[config.mk]
export PLATFORM = sky130hd
export DESIGN_NAME = phy_tx_lanes
export DESIGN_NICKNAME = d
export VERILOG_FILES = /design/src/rtl/phy_tx_lanes.sv
export SDC_FILE = /design/constraint.sdc
export NUM_CORES = 1
export LEC_CHECK = 0
export ABC_AREA = 1
export CORE_MARGIN = 2
export CORE_UTILIZATION = 25
export CTS_BUF_LIST = sky130_fd_sc_hd__clkbuf_8 sky130_fd_sc_hd__clkbuf_16
export DETAILED_ROUTE_END_ITERATION = 10
export SYNTH_ARGS = -nofsm -noshare
export SYNTH_HDL_FRONTEND = slang
export SYNTH_SLANG_ARGS = --single-unit
export TNS_END_PERCENT = 1
[constraint.sdc]
create_clock -name clk -period 2.55 [get_ports clk]
set_input_delay 0.51 -clock clk [delete_from_list [all_inputs] [get_ports clk]]
set_output_delay 0.51 -clock clk [all_outputs]
set_load 0.1 [all_outputs]
[src/rtl/phy_tx_lanes.sv]
// phy_tx_lanes: multi-lane serial transmit path.
// Accepts DATA_W-bit words through a one-entry holding register, stripes the
// bytes across LANES lanes and shifts each lane out MSB-first, one bit per clk.
// After reset every lane sends SYNC_WORDS word periods of COM. When no word is
// ready at a word boundary, a full word period of IDL is sent.
module phy_tx_lanes #(
   parameter int          DATA_W     = 32,
   parameter int          LANES      = 2,
   parameter int          SYNC_WORDS = 2,
   parameter logic [7:0]  COM        = 8'hBC,
   parameter logic [7:0]  IDL        = 8'h7C
) (
   input  logic              clk,
   input  logic              reset,
   input  logic [DATA_W-1:0] input_bus,
   input  logic              valid,
   output logic              in_ready,
   output logic [LANES-1:0]  serial_o,
   output logic              active
);

   // Bytes per lane per word; a word period lasts 8*BPL clocks.
   localparam int BPL    = DATA_W / (8 * LANES);
   localparam int SLOT_W = (BPL > 1) ? $clog2(BPL) : 1;
   localparam int SYNC_W = (SYNC_WORDS > 1) ? $clog2(SYNC_WORDS) : 1;
   localparam logic [SLOT_W-1:0] SLOT_LAST = SLOT_W'(BPL - 1);
   localparam logic [SYNC_W-1:0] SYNC_LAST = SYNC_W'(SYNC_WORDS - 1);

   // Refuse to build with a word that cannot be split evenly over the lanes.
   if ((DATA_W <= 0) || (LANES <= 0) || ((DATA_W % (8 * LANES)) != 0)) begin : g_bad_width
      $error("phy_tx_lanes: DATA_W must be a non-zero multiple of 8*LANES");
   end
   if (SYNC_WORDS < 1) begin : g_bad_sync
      $error("phy_tx_lanes: SYNC_WORDS must be at least 1");
   end

   typedef enum logic [1:0] {
      ST_SYNC = 2'd0,
      ST_IDLE = 2'd1,
      ST_DATA = 2'd2
   } state_t;

   state_t              state;
   state_t              state_next;
   logic [2:0]          bit_cnt;
   logic [SLOT_W-1:0]   slot;
   logic [SYNC_W-1:0]   sync_cnt;
   logic [SYNC_W-1:0]   sync_cnt_next;
   logic [DATA_W-1:0]   hold;
   logic                hold_full;
   logic                boundary;
   logic                leave;
   logic                load;
   logic [LANES-1:0]    lane_bit;

   // Last bit of the last slot: the only point where the byte source may change.
   assign boundary = (bit_cnt == 3'd7) && (slot == SLOT_LAST);
   assign in_ready = ~hold_full;

   // Next-state decision; the sync counter only advances on boundaries in SYNC.
   always_comb begin
      state_next    = state;
      sync_cnt_next = sync_cnt;
      leave         = 1'b0;
      load          = 1'b0;
      if (boundary) begin
         if (state == ST_SYNC) begin
            if (sync_cnt < SYNC_LAST) begin
               sync_cnt_next = sync_cnt + 1'b1;
            end else begin
               leave = 1'b1;
            end
         end else begin
            leave = 1'b1;
         end
         if (leave) begin
            if (hold_full) begin
               load       = 1'b1;
               state_next = ST_DATA;
            end else begin
               state_next = ST_IDLE;
            end
         end
      end
   end

   // State and sync counter registers.
   always_ff @(posedge clk or posedge reset) begin
      if (reset) begin
         state    <= ST_SYNC;
         sync_cnt <= '0;
      end else begin
         state    <= state_next;
         sync_cnt <= sync_cnt_next;
      end
   end

   // Bit and slot counters wrap together at the word boundary.
   always_ff @(posedge clk or posedge reset) begin
      if (reset) begin
         bit_cnt <= '0;
         slot    <= '0;
      end else begin
         bit_cnt <= bit_cnt + 3'd1;
         if (bit_cnt == 3'd7) begin
            slot <= (slot == SLOT_LAST) ? '0 : slot + 1'b1;
         end
      end
   end

   // One-entry holding register; a drain and a fill never coincide because
   // in_ready is low whenever the register is about to drain.
   always_ff @(posedge clk or posedge reset) begin
      if (reset) begin
         hold      <= '0;
         hold_full <= 1'b0;
      end else if (valid && !hold_full) begin
         hold      <= input_bus;
         hold_full <= 1'b1;
      end else if (load) begin
         hold_full <= 1'b0;
      end
   end

   // Per-lane word registers and byte source selection.
   for (genvar gi = 0; gi < LANES; gi++) begin : g_lane
      logic [7:0] word_q [BPL];
      logic [7:0] data_byte;
      logic [7:0] src_byte;

      // Byte k of the held word lands in lane k%LANES, slot k/LANES.
      always_ff @(posedge clk or posedge reset) begin
         if (reset) begin
            for (int s = 0; s < BPL; s++) begin
               word_q[s] <= '0;
            end
         end else if (load) begin
            for (int s = 0; s < BPL; s++) begin
               word_q[s] <= hold[8*(s*LANES + gi) +: 8];
            end
         end
      end

      if (BPL == 1) begin : g_one_slot
         assign data_byte = word_q[0];
      end else begin : g_multi_slot
         assign data_byte = word_q[slot];
      end

      // Byte currently being serialised on this lane.
      always_comb begin
         src_byte = IDL;
         case (state)
            ST_SYNC: src_byte = COM;
            ST_IDLE: src_byte = IDL;
            ST_DATA: src_byte = data_byte;
            default: src_byte = IDL;
         endcase
      end

      assign lane_bit[gi] = src_byte[3'd7 - bit_cnt];
   end

   // Registered serial outputs; active flags data-carrying bits.
   always_ff @(posedge clk or posedge reset) begin
      if (reset) begin
         serial_o <= '0;
         active   <= 1'b0;
      end else begin
         serial_o <= lane_bit;
         active   <= (state == ST_DATA);
      end
   end

endmodule

== After elaboration in Yosys (flattened, before gate mapping) ==
Cells that the tools add are included.
W data, S select, Z words.
Cells by class
  add/subtract/negate cells: 4
  multipliers: 0
  div/mod/pow operators: 0
  order comparisons: 3
  equal/unequal tests: 2
  shifts and indexed selects: 0
  muxes and demuxes: 22
  bitwise gates (word level): 2
  reduce and logical (&&, ||, !) cells: 7
Operators by type and width (count)
  $mux W8: 6
  $pmux W8 S2: 2
  $mux W1: 11
  $bmux W1 S3: 2
  $lt A3 B4 Y1 const B: 1
  $add A3 B1 Y3 const B: 1
  $eq A3 B3 Y1 const B: 1
  $reduce_and A3 Y1: 1
  $sub A3 B3 Y3 const A: 1
  $add A1 B1 Y1 const B: 2
  $eq A2 B2 Y1 const B: 1
  $ge A2 B2 Y1 const B: 1
  $logic_and A1 B1 Y1: 2
  $logic_not A2 Y1: 1
  $mux W2: 1
  $not A1 Y2: 1
  $reduce_and A2 Y1: 1
  $reduce_bool A2 Y1: 1
  $logic_not A1 Y1: 1
  $lt A1 B1 Y1 const B: 1
  $not A1 Y1: 1
Storage, ports and cells
  register bits: 75
  bits in latches: 0
  memory bits (writable): 0
  memory bits (read-only): 0
  output and inout port bits: 4
  word-level logic and storage cells: 52
  memories kept: 0

== Logic depth before layout (Yosys ltp) ==
Gate-level depths: netlist of run 1.
  word-level depth: 8
  mapped depth: 10
  mapped depth without buffers: 9

== Least setup slack after synthesis of run 1 ==
Ideal clock, no wire load.
  kind: flip-flop to flip-flop
  start: reg hold_full
  end: reg hold[20]
  data arrival time: 1.737 ns
  required time: 2.423 ns
  setup slack: 0.685 ns
  cell stages (with the launch flop): 5
  period minus slack after synthesis: 1.865 ns
  path through: dfrtp_1 -> inv_1 -> nand2_2 -> buf_6 -> mux2_1
On the way
  longest elaborated chain between the ends: 2
RTL lines
  start, declared: line 50  | logic hold_full;
  start signal, assigned: line 116  | hold_full <= 1'b0;
  start signal, assigned: line 119  | hold_full <= 1'b1;
  start signal, assigned: line 121  | hold_full <= 1'b0;
  $logic_not A1 Y1: line 117  | end else if (valid && !hold_full) begin
  $logic_and A1 B1 Y1: line 117
  end signal, assigned: line 118  | hold <= input_bus;
  end, declared: line 49  | logic [DATA_W-1:0] hold;
No other way between the ends.
A chain may end at the register's enable or synchronous reset.

== Worst setup path in the final report of run 1 ==
  start: reg bit_cnt[1]
  end: reg g_lane[0].word_q[14] in the netlist's numbering
On the way
  longest elaborated chain between the ends: 3
RTL lines
  start, declared: line 45  | logic [2:0] bit_cnt;
  start signal, assigned: line 104  | bit_cnt <= bit_cnt + 3'd1;
  $eq A3 B3 Y1: line 57  | assign boundary = (bit_cnt == 3'd7) && (slot == SLOT_LAST);
  $logic_and A1 B1 Y1: line 57
  $mux W1: line 66  | if (boundary) begin
  end signal, assigned by index: line 139  | word_q[s] <= hold[8*(s*LANES + gi) +: 8];
  end, declared: line 127  | logic [7:0] word_q [BPL];
No other way between the ends.

==> results of run 1 <==
-- cell usage in the layout, fill, tap and decap left out, types with 6 or more instances in the layout --
cell type / n
inv_1: 20
clkbuf_16: 9
nor2_1: 6
buf_4: 7
nand2_1: 125
nand3_1: 16
o21ai_2: 12
clkdlybuf4s50_1: 34
dfrtp_1: 75
nand2_2: 11
mux2_2: 29
-- state kept, by name (all words and copies together), names as in the netlist --
name,cells
active,1
bit_cnt,3
g_lane.word_q,32
hold,32
hold_full,1
serial_o,2
slot,1
state,2
sync_cnt,1
-- worst paths after layout --
check / depth (start not counted) / to / startpoint
worst min-delay path: 2 / g_lane[1].word_q[2] / hold[26]
max in group asynchronous: 3 / hold_full / reset
worst max register to register: 8 / g_lane[0].word_q[14] / bit_cnt[1]
min in group asynchronous: 3 / hold[25] / reset
worst min register to register: 2 / g_lane[1].word_q[2] / hold[26]
worst max-delay path: 8 / g_lane[0].word_q[14] / bit_cnt[1]
-- critical path, cell delays in order (launching register included) --
cell      delay (ns)
dfrtp_1         0.41
ha_1            0.19
ha_1            0.21
nand2_2         0.10
inv_2           0.06
nand3_4         0.09
clkinv_4        0.30
nand2_1         0.20
o21ai_2         0.07
-- final cells by class --
| cell class | count | area (µm²) |
|---|---|---|
| Clock buffer | 10 | 239 |
| Clock inverter | 6 | 56.3 |
| Fill cell | 1352 | 8620 |
| Inverter | 23 | 93.8 |
| Multi-Input combinational cell | 212 | 1180 |
| Sequential cell | 75 | 1880 |
| Tap cell | 172 | 215 |
| Timing Repair Buffer | 43 | 433 |
-- power groups by stage --
stage          registers, W  clock network, W  logic (W)
5_1_grt             0.00142           0.00132   0.000415
3_5_place_dp        0.00143                 0   0.000371
4_1_cts             0.00141           0.00127   0.000373
6_report            0.00140           0.00124   0.000365
3_3_place_gp        0.00142                 0   0.000357
2_1_floorplan       0.00144                 0   0.000228
-- routing by layer --
metal	track usage	up-vias	routed length [µm]
met2	0.144	33	2750
met4	0.0580	0	138
met5	0	-	0
met1	0.135	1044	3170
li1	-	1100	-
met3	0.0154	10	174
-- logic make-up (layout without fill, tap and decap cells) --
kind of cell    count (synthesis)  in the layout  share of synthesized area
compound gates                 19             19                     0.0426
flops                          75             75                      0.571
fa+ha+maj                       2              2                    0.00761
mux                            32             32                      0.110
simple gates                  159            159                      0.200
buf+inv                        36             82                     0.0685
-- through the flow --
step	hold slack, ns	cells	util	total power, W
final	0.461	541	0.322	0.00301
after global routing	0.490	541	0.322	0.00316
after CTS	0.468	541	0.322	0.00305
after detailed placement	0.454	525	0.299	0.00180
after global placement	0.449	525	0.299	0.00178
after floorplan	0.436	323	-	0.00167
==> summary.txt, run 1 <==
Clock network
  – Sink Count: 75
  – Clock latency on the worst-skew pair: around 0.33 ns
  – Clock buffers created by TritonCTS: 9
  – # hold bufs at CTS: 0
  – Max H-tree Level: 3
  – CTS max path bufs: 2
  – Clock transition at the registers of the reported paths: roughly 0.060 ns
  – Post-CTS Resized: 0
  – Postcts setup bufs: 0
  – Root Driver: clkbuf_16
  – CTS tree: yes

Logic synthesis
  – Distinct cells, synth: 20
  – Mean Syn Cell Area: approximately 10 µm²
  – Seq/Total Area, Yosys: 0.571
  – Ys async rst share: 1.00
  – Post-synthesis cell count: between 300 and 400
  – Leading area contributor after synthesis: dfrtp_1
  – Mapped Area: between 0.003 and 0.004 mm²
  – Ys flop type: dfrtp_1
  – Most numerous cell in the Yosys netlist: nand2_1
  – Post-synth top area share: 0.571
  – Number of synthesized flops with an enable pin: 0
  – Warnings, synthesis: 0
  – Top cells by area, synth: dfrtp_1 57%, nand2_1 14%, mux2_2 9.9%
  – Most frequent cells after synthesis: 125 x nand2_1, 75 x dfrtp_1, 29 x mux2_2, 20 x inv_1, 16 x nand3_1
  – Post-Syn Nets: 360
  – Seq cells post-synth: 75

STA
  – Worst Skew: approximately 0.0048 ns
  – Slew Limit Fails: 0
  – # setup viols final: 0
  – Period minus WS final: between 1.5 and 2 ns
  – Fin. Hold Viols: 0
  – Part of the cycle the worst path needs: 0.695
  – RSZ-0062 raised after global routing: false
  – Worst slew margin: 0.702
  – Fmax: ~560 MHz
  – Setup tns final: 0 ns
  – Worst setup margin: 0.778 ns
  – Least-Margin Pin Slew: roughly 0.44 ns

Hold path
  – Hold crit path type: reg2reg

Drt
  – WL per Instance: between 10 and 15 µm
  – Starting DRT DRC Count: 90
  – Final ANT Viol Nets: 0
  – Remaining DRCs: 0
  – Vias: roughly 2,200
  – Via density: 4.04
  – Post-Route WL: 6.24 mm
  – Drt first pass iters: 4

Job
  – Max-cap violations: 0

Global routing
  – Largest net degree at the start of global routing: 76
  – Total gr overflow: 0
  – Vias in the first global route: approximately 2,300
  – Antenna violations before repair: 0
  – First-pass GRT wire length: 11.0 mm
  – GRT Util Overall: 0.0978

Worst setup path
  – Critical path type: reg2reg
  – Startpoint Class: flop
  – Type of destination of the critical path: flop
  – CP Data Required Time: 2.76 ns
  – Critical path fanouts, max: between 40 and 50
  – Flop-to-flop setup slack: about 0.8 ns
  – CP arrival: approximately 2.0 ns

Pwr
  – Internal power: between 0.002 and 0.0025 W
  – Sequential share of power: 0.466
  – Switch Pwr: ~0.00072 W
  – Pleak: between 1.5 and 2 nW
  – Comb power frac: 0.121
  – Max VDD drop: ~0.27 mV
  – Cell Pwr Density: between 700 and 800 mW/mm²
  – Net Sw Frac: 0.239
  – Power share of the clock group: 0.413

Cells and area
  – Nets: around 400
  – Antenna cells: 0
  – Area grow syn2layout: 24.7%
  – Post-Layout Inst Area: slightly above 0.004 mm²
  – Share of cells above drive strength 1: 0.220

Die
  – Initial Util: 0.258
  – Die width: around 120 µm
  – Core Footprint: between 0.01 and 0.015 mm²
  – Std cell rows: 41
  – DIE AREA: about 0.014 mm²
  – I/O pin count: 39
  – Die H: approximately 120 µm

Placement
  – Setup WS pre-CTS: around 0.53 ns
  – I/O Buffers: 38
  – Area after DPL: between 0.003 and 0.004 mm²
  – Post-detail-place hpwl: approximately 4.2 mm
  – RePlAce Congestion: approximately 0.80

Outcome
  – Status: completed
(Power assumes the default switching activity.)
==> run 2, diff against run 1 <==
- clock period: 2.55 -> 1.75 ns (I/O delays scaled with it)
==> run 2 against run 1 <==
Against the previous run: worst setup slack worse by 0.64 ns; worst hold slack better by 0.0040 ns; wire length is 0.82% lower; final area is 2.4% higher; global-route usage hardly changed; register-to-register slack worse by 0.64 ns; via count is 0.37% lower; first-iteration DRC count is 2.2% higher; sequential power is 47% higher; cell count is 0.18% higher; utilization is 0.78 points higher; clock power is 44% higher.
==> summary.txt, run 2 (same netlist as run 1, synthesis figures left out) <==
Outcome
  – Status: completed

Drt
  – Via density: about 4.0
  – Post-Route WL: roughly 6.2 mm
  – Starting DRT DRC Count: 92
  – Remaining DRCs: 0
  – Final ANT Viol Nets: 0
  – WL per Instance: roughly 11 µm
  – Drt first pass iters: 4
  – Vias: about 2,200

Pwr
  – Net Sw Frac: 0.235
  – Switch Pwr: 0.00104 W
  – Power share of the clock group: 0.407
  – Sequential share of power: 0.467
  – Internal power: 0.00336 W
  – Cell Pwr Density: roughly 1000 mW/mm²
  – Max VDD drop: between 0.5 and 0.6 mV
  – Comb power frac: 0.126
  – Pleak: approximately 2.0 nW

Placement
  – Post-detail-place hpwl: around 4.3 mm
  – Placed insts: roughly 530
  – RePlAce Congestion: between 0.7 and 0.8
  – Setup WS pre-CTS: -0.0417 ns
  – I/O Buffers: 38

Worst setup path
  – R2R cell count: 8
  – Critical path fanouts, max: 45
  – Startpoint Class: flop
  – Reg2reg end: g_lane[0].word_q[6]
  – RR Startpoint: bit_cnt[1]
  – Critical path type: reg2reg
  – Flop-to-flop setup slack: approximately 0.14 ns
  – CP arrival: ~1.8 ns
  – Type of destination of the critical path: flop
  – CP Data Required Time: roughly 2.0 ns

STA
  – Worst slew margin: 0.740
  – Fin. Hold Viols: 0
  – Least-Margin Pin Slew: 0.391 ns
  – Part of the cycle the worst path needs: 0.921
  – RSZ-0062 raised after global routing: false
  – Period minus WS final: 1.61 ns
  – Worst Skew: 0.00584 ns
  – Fmax: between 600 and 700 MHz
  – # setup viols final: 0
  – Setup tns final: 0 ns
  – Slew Limit Fails: 0
  – WHS: 0.465 ns
  – Worst setup margin: between 0.1 and 0.15 ns

Cells and area
  – Share of cells above drive strength 1: 0.222
  – Nets: 402
  – Fin util: 0.330
  – Finished Layout Cells: about 540
  – Largest regs: g_lane.word_q (32), hold (32), bit_cnt (3)
  – Antenna cells: 0
  – Area grow syn2layout: 27.7%
  – Most common cell after layout, fill and taps aside: nand2_1
  – Most frequent cells in the layout: 125 x nand2_1, 75 x dfrtp_1, 34 x clkdlybuf4s50_1

Clock network
  – Clock latency on the worst-skew pair: approximately 0.33 ns
  – CTS tree: yes
  – # hold bufs at CTS: 0
  – Clock transition at the registers of the reported paths: roughly 0.05 ns
  – Clock buffers created by TritonCTS: 9
  – Sink Count: 75
  – Root Driver: clkbuf_16
  – Max H-tree Level: 3
  – CTS max path bufs: 2

Die
  – Die width: 119 µm
  – Std cell rows: 41
  – I/O pin count: 39
  – Core Footprint: approximately 0.013 mm²
  – Initial Util: 0.258
  – Die H: ~120 µm
  – DIE AREA: 0.0141 mm²

Hold path
  – Hold crit path type: in2async

Global routing
  – Global routing usage on met2: 0.153
  – GRT Util Overall: 0.0974
  – Met3 Use GR: 0.0270
  – Antenna violations before repair: 0
  – GR peak layer: met2
  – Largest net degree at the start of global routing: 76
  – Vias in the first global route: ~2,300
  – Met1 Track Usage GR: 0.124
  – First-pass GRT wire length: approximately 11 mm
  – Total gr overflow: 0

Job
  – Max-cap violations: 0
run 2: changes by cell type in the layout (fill, tap and decap cells not counted), sizes merged:
cell	change
clkinvlp	+1
inv	-1
buf	+1
run 2: power by group through the flow:
stage	Clock [W]	Sequential [W]	Combinational, W
6_report	0.00179	0.00206	0.000553
4_1_cts	0.00184	0.00206	0.000569
3_5_place_dp	0	0.00209	0.000567
2_1_floorplan	0	0.00210	0.000332
3_3_place_gp	0	0.00208	0.000551
5_1_grt	0.00193	0.00208	0.000627
run 2: layer usage:
metal  up-vias  wire length, µm  part of all wire
met5         -                0                 0
met4         0               99             0.016
met3         8              212             0.034
met2        35             2860              0.46
met1      1030             3020              0.49
li1       1106                -                 -
run 2: final cells by class:
type,count,area (µm²)
flip-flops and latches,75,1880
inverters,23,119
well taps,172,215
fillers,1347,8530
clock buffers,10,239
clock inverters,6,56.3
multi-input cells,212,1180
repair buffers,44,507
run 2: worst max-delay path by stage:
| stage | depth (start not counted) | endpoint | slack [ns] | start |
|---|---|---|---|---|
| 6_report | 8 | g_lane[0].word_q[6] | 0.14 | bit_cnt[1] |
| 3_3_place_gp | 8 | g_lane[0].word_q[6] | 0.05 | bit_cnt[1] |
| 5_1_grt | 8 | g_lane[1].word_q[7] | 0.008 | bit_cnt[1] |
| 2_1_floorplan | 4 | hold[20] | -0.11 | hold_full |
| 3_5_place_dp | 8 | g_lane[0].word_q[8] | -0.04 | bit_cnt[1] |
| 4_1_cts | 8 | g_lane[0].word_q[8] | 0.09 | bit_cnt[1] |
run 2: per-stage QoR:
| stage | cell area (µm²) | total power, W |
|---|---|---|
| after global placement | 3880 | 0.00264 |
| after CTS | 4180 | 0.00447 |
| after floorplan | 3290 | 0.00243 |
| after global routing | 4200 | 0.00464 |
| after detailed placement | 3880 | 0.00265 |
| final | 4200 | 0.00440 |
run 2: worst max-delay path, cell delays in order (launching register included):
cell and delay (ns):
dfrtp_1 0.41, ha_1 0.19, ha_1 0.21, nand2_2 0.10, inv_2 0.06, nand3_4 0.18
clkinv_16 0.17, nand2_1 0.11, o21ai_2 0.05
run 2: repair_timing:
item / 4_1_cts / 5_1_grt
hold endpoints to repair: 0 / 0
setup endpoints to repair: 32 / 2
setup buffers: 0 / 0
resized for setup: 1 / 2
==> run 3, diff against run 2 <==
- CTS_CLUSTER_SIZE: unset -> 14
- DONT_BUFFER_PORTS: unset -> 1
==> run 3 against run 2 <==
Against the previous run: clock power increased by 12%; first-iteration DRC count rose by 61%; maximum frequency rose by 0.39%; utilization fell by 2.7 points; cell count shrank 5.9%; critical path depth unchanged; register-to-register slack hardly changed; combinational power shrank 17%; worst setup slack better by 0.0063 ns; sequential power about the same.
==> summary.txt, run 3 (same netlist as run 1, synthesis figures left out) <==
Clock network
  – Clock buffers created by TritonCTS: 9
  – Max H-tree Level: 3
  – Clock transition at the registers of the reported paths: roughly 0.060 ns
  – CTS tree: yes
  – Clock latency on the worst-skew pair: about 0.33 ns
  – Root Driver: clkbuf_16
  – Postcts setup bufs: 0
  – CTS max path bufs: 2
  – Sink Count: 75

Global routing
  – Antenna violations before repair: 0
  – First-pass GRT wire length: 10.3 mm
  – Vias in the first global route: around 2,100
  – Total gr overflow: 0
  – GRT Util Overall: 0.0942
  – Largest net degree at the start of global routing: 46

Die
  – Std cell rows: between 40 and 50
  – I/O pin count: 39
  – Initial Util: 0.258
  – Core Footprint: 0.0127 mm²
  – Die width: roughly 120 µm
  – DIE AREA: roughly 0.014 mm²
  – Die H: ~120 µm

Drt
  – Vias: approximately 2,100
  – Final ANT Viol Nets: 0
  – WL per Instance: approximately 12 µm
  – Via density: between 4 and 5
  – Post-Route WL: 6.24 mm
  – Starting DRT DRC Count: between 100 and 150
  – Remaining DRCs: 0
  – Drt first pass iters: 4

Worst setup path
  – Type of destination of the critical path: flop
  – Startpoint Class: flop
  – CP Data Required Time: 2.02 ns
  – CP arrival: between 1.5 and 2 ns
  – Critical path fanouts, max: 22
  – Critical path type: reg2reg

STA
  – Worst slew margin: 0.623
  – Fin. Hold Viols: 0
  – Fmax: between 600 and 700 MHz
  – WHS: between 0.1 and 0.15 ns
  – Part of the cycle the worst path needs: 0.917
  – Worst Skew: between 0.005 and 0.006 ns
  – # setup viols final: 0
  – RSZ-0062 raised after global routing: true
  – Period minus WS final: about 1.6 ns
  – Slew Limit Fails: 0
  – Least-Margin Pin Slew: approximately 0.56 ns

Placement
  – I/O Buffers: 0
  – RePlAce Congestion: ~0.79
  – Post-detail-place hpwl: around 4.3 mm

Cells and area
  – Area grow syn2layout: 17.4%
  – Most common cell after layout, fill and taps aside: nand2_1
  – Antenna cells: 0
  – Nets: 370
  – Largest regs: g_lane.word_q (32), hold (32), bit_cnt (3)
  – Share of cells above drive strength 1: 0.249
  – Most frequent cells in the layout: 125 x nand2_1, 75 x dfrtp_1, 29 x mux2_2
  – Fin util: 0.303

Outcome
  – Status: completed

Pwr
  – Internal power: around 0.0035 W
  – Power share of the clock group: 0.444
  – Sequential share of power: 0.455
  – Switch Pwr: between 0.001 and 0.0015 W
  – Cell Pwr Density: around 1200 mW/mm²
  – Max VDD drop: between 0.5 and 0.6 mV
  – Net Sw Frac: 0.231
  – Comb power frac: 0.102
  – Pleak: around 1.8 nW

Hold path
  – Hold crit path type: in2reg

Job
  – Max-cap violations: 0
-- run 3: changes by cell type in the layout (fill, tap and decap cells not counted) --
cell             before  now
buf_12                7    3
buf_4                 2    7
bufinv_16             1    2
clkbuf_8              1    2
clkdlybuf4s50_1      34    0
clkinvlp_4            2    1
dlygate4sd3_1         0    1
inv_1                20   19
-- run 3: layer usage --
metal,up-vias,part of all wire,global-route usage
met3,11,0.024,0.0116
li1,1045,-,-
met2,40,0.46,0.143
met5,-,0,0
met4,0,0.031,0.0685
met1,996,0.49,0.123
-- run 3: path summary, 6_finish.rpt --
check,start,endpoint,slack [ns],cells after the start
worst max-delay path,bit_cnt[1],hold_full,0.14,8
worst min-delay path,valid,hold_full,0.15,2
worst max register to register,bit_cnt[1],hold_full,0.14,8
worst min register to register,hold[19],g_lane[0].word_q[3],0.47,2
max in group asynchronous,reset,g_lane[0].word_q[10],0.67,3
min in group asynchronous,reset,hold[6],0.55,2
-- run 3: through the flow --
step                      setup TNS (ns)  instance area (µm²)  worst slack, ns  power (W)  std cells
after floorplan                    -2.34                 3290           -0.115    0.00243        323
after global placement                 0                 3490           0.0922    0.00253        493
after detailed placement         -0.0631                 3490          -0.0261    0.00255        493
after CTS                              0                 3840            0.118    0.00456        510
after global routing           -0.000923                 3860        -0.000923    0.00472        510
final                                  0                 3860            0.145    0.00451        510
-- run 3: power groups by stage --
| stage | Clock (W) | Combinational [W] | Sequential (W) |
|---|---|---|---|
| after floorplan | 0 | 0.000332 | 0.00210 |
| after global placement | 0 | 0.000450 | 0.00208 |
| after detailed placement | 0 | 0.000464 | 0.00208 |
| after CTS | 0.00204 | 0.000470 | 0.00205 |
| after global routing | 0.00213 | 0.000520 | 0.00207 |
| final | 0.00200 | 0.000458 | 0.00205 |
-- run 3: layout make-up --
type / count / area, µm²
fillers: 1364 / 8870
flip-flops and latches: 75 / 1880
multi-input cells: 212 / 1180
clock buffers: 11 / 253
well taps: 172 / 215
repair buffers: 12 / 134
inverters: 23 / 119
clock inverters: 5 / 75.1
-- run 3: timing repair --
| action | 4_1_cts | 5_1_grt |
|---|---|---|
| hold endpoints to repair | 22 | 0 |
| resized for setup | 1 | 2 |
| endpoints found under the setup margin | 7 | 5 |
| hold buffers | 1 | 0 |
| gates cloned | 0 | 0 |
-- run 3: critical path: stages (launching register included) --
cell	delay, ns
dfrtp_1	0.41
ha_1	0.21
ha_1	0.22
nand2_2	0.10
inv_2	0.06
nand3_4	0.16
buf_6	0.22
o21ai_0	0.11
inv_1	0.06
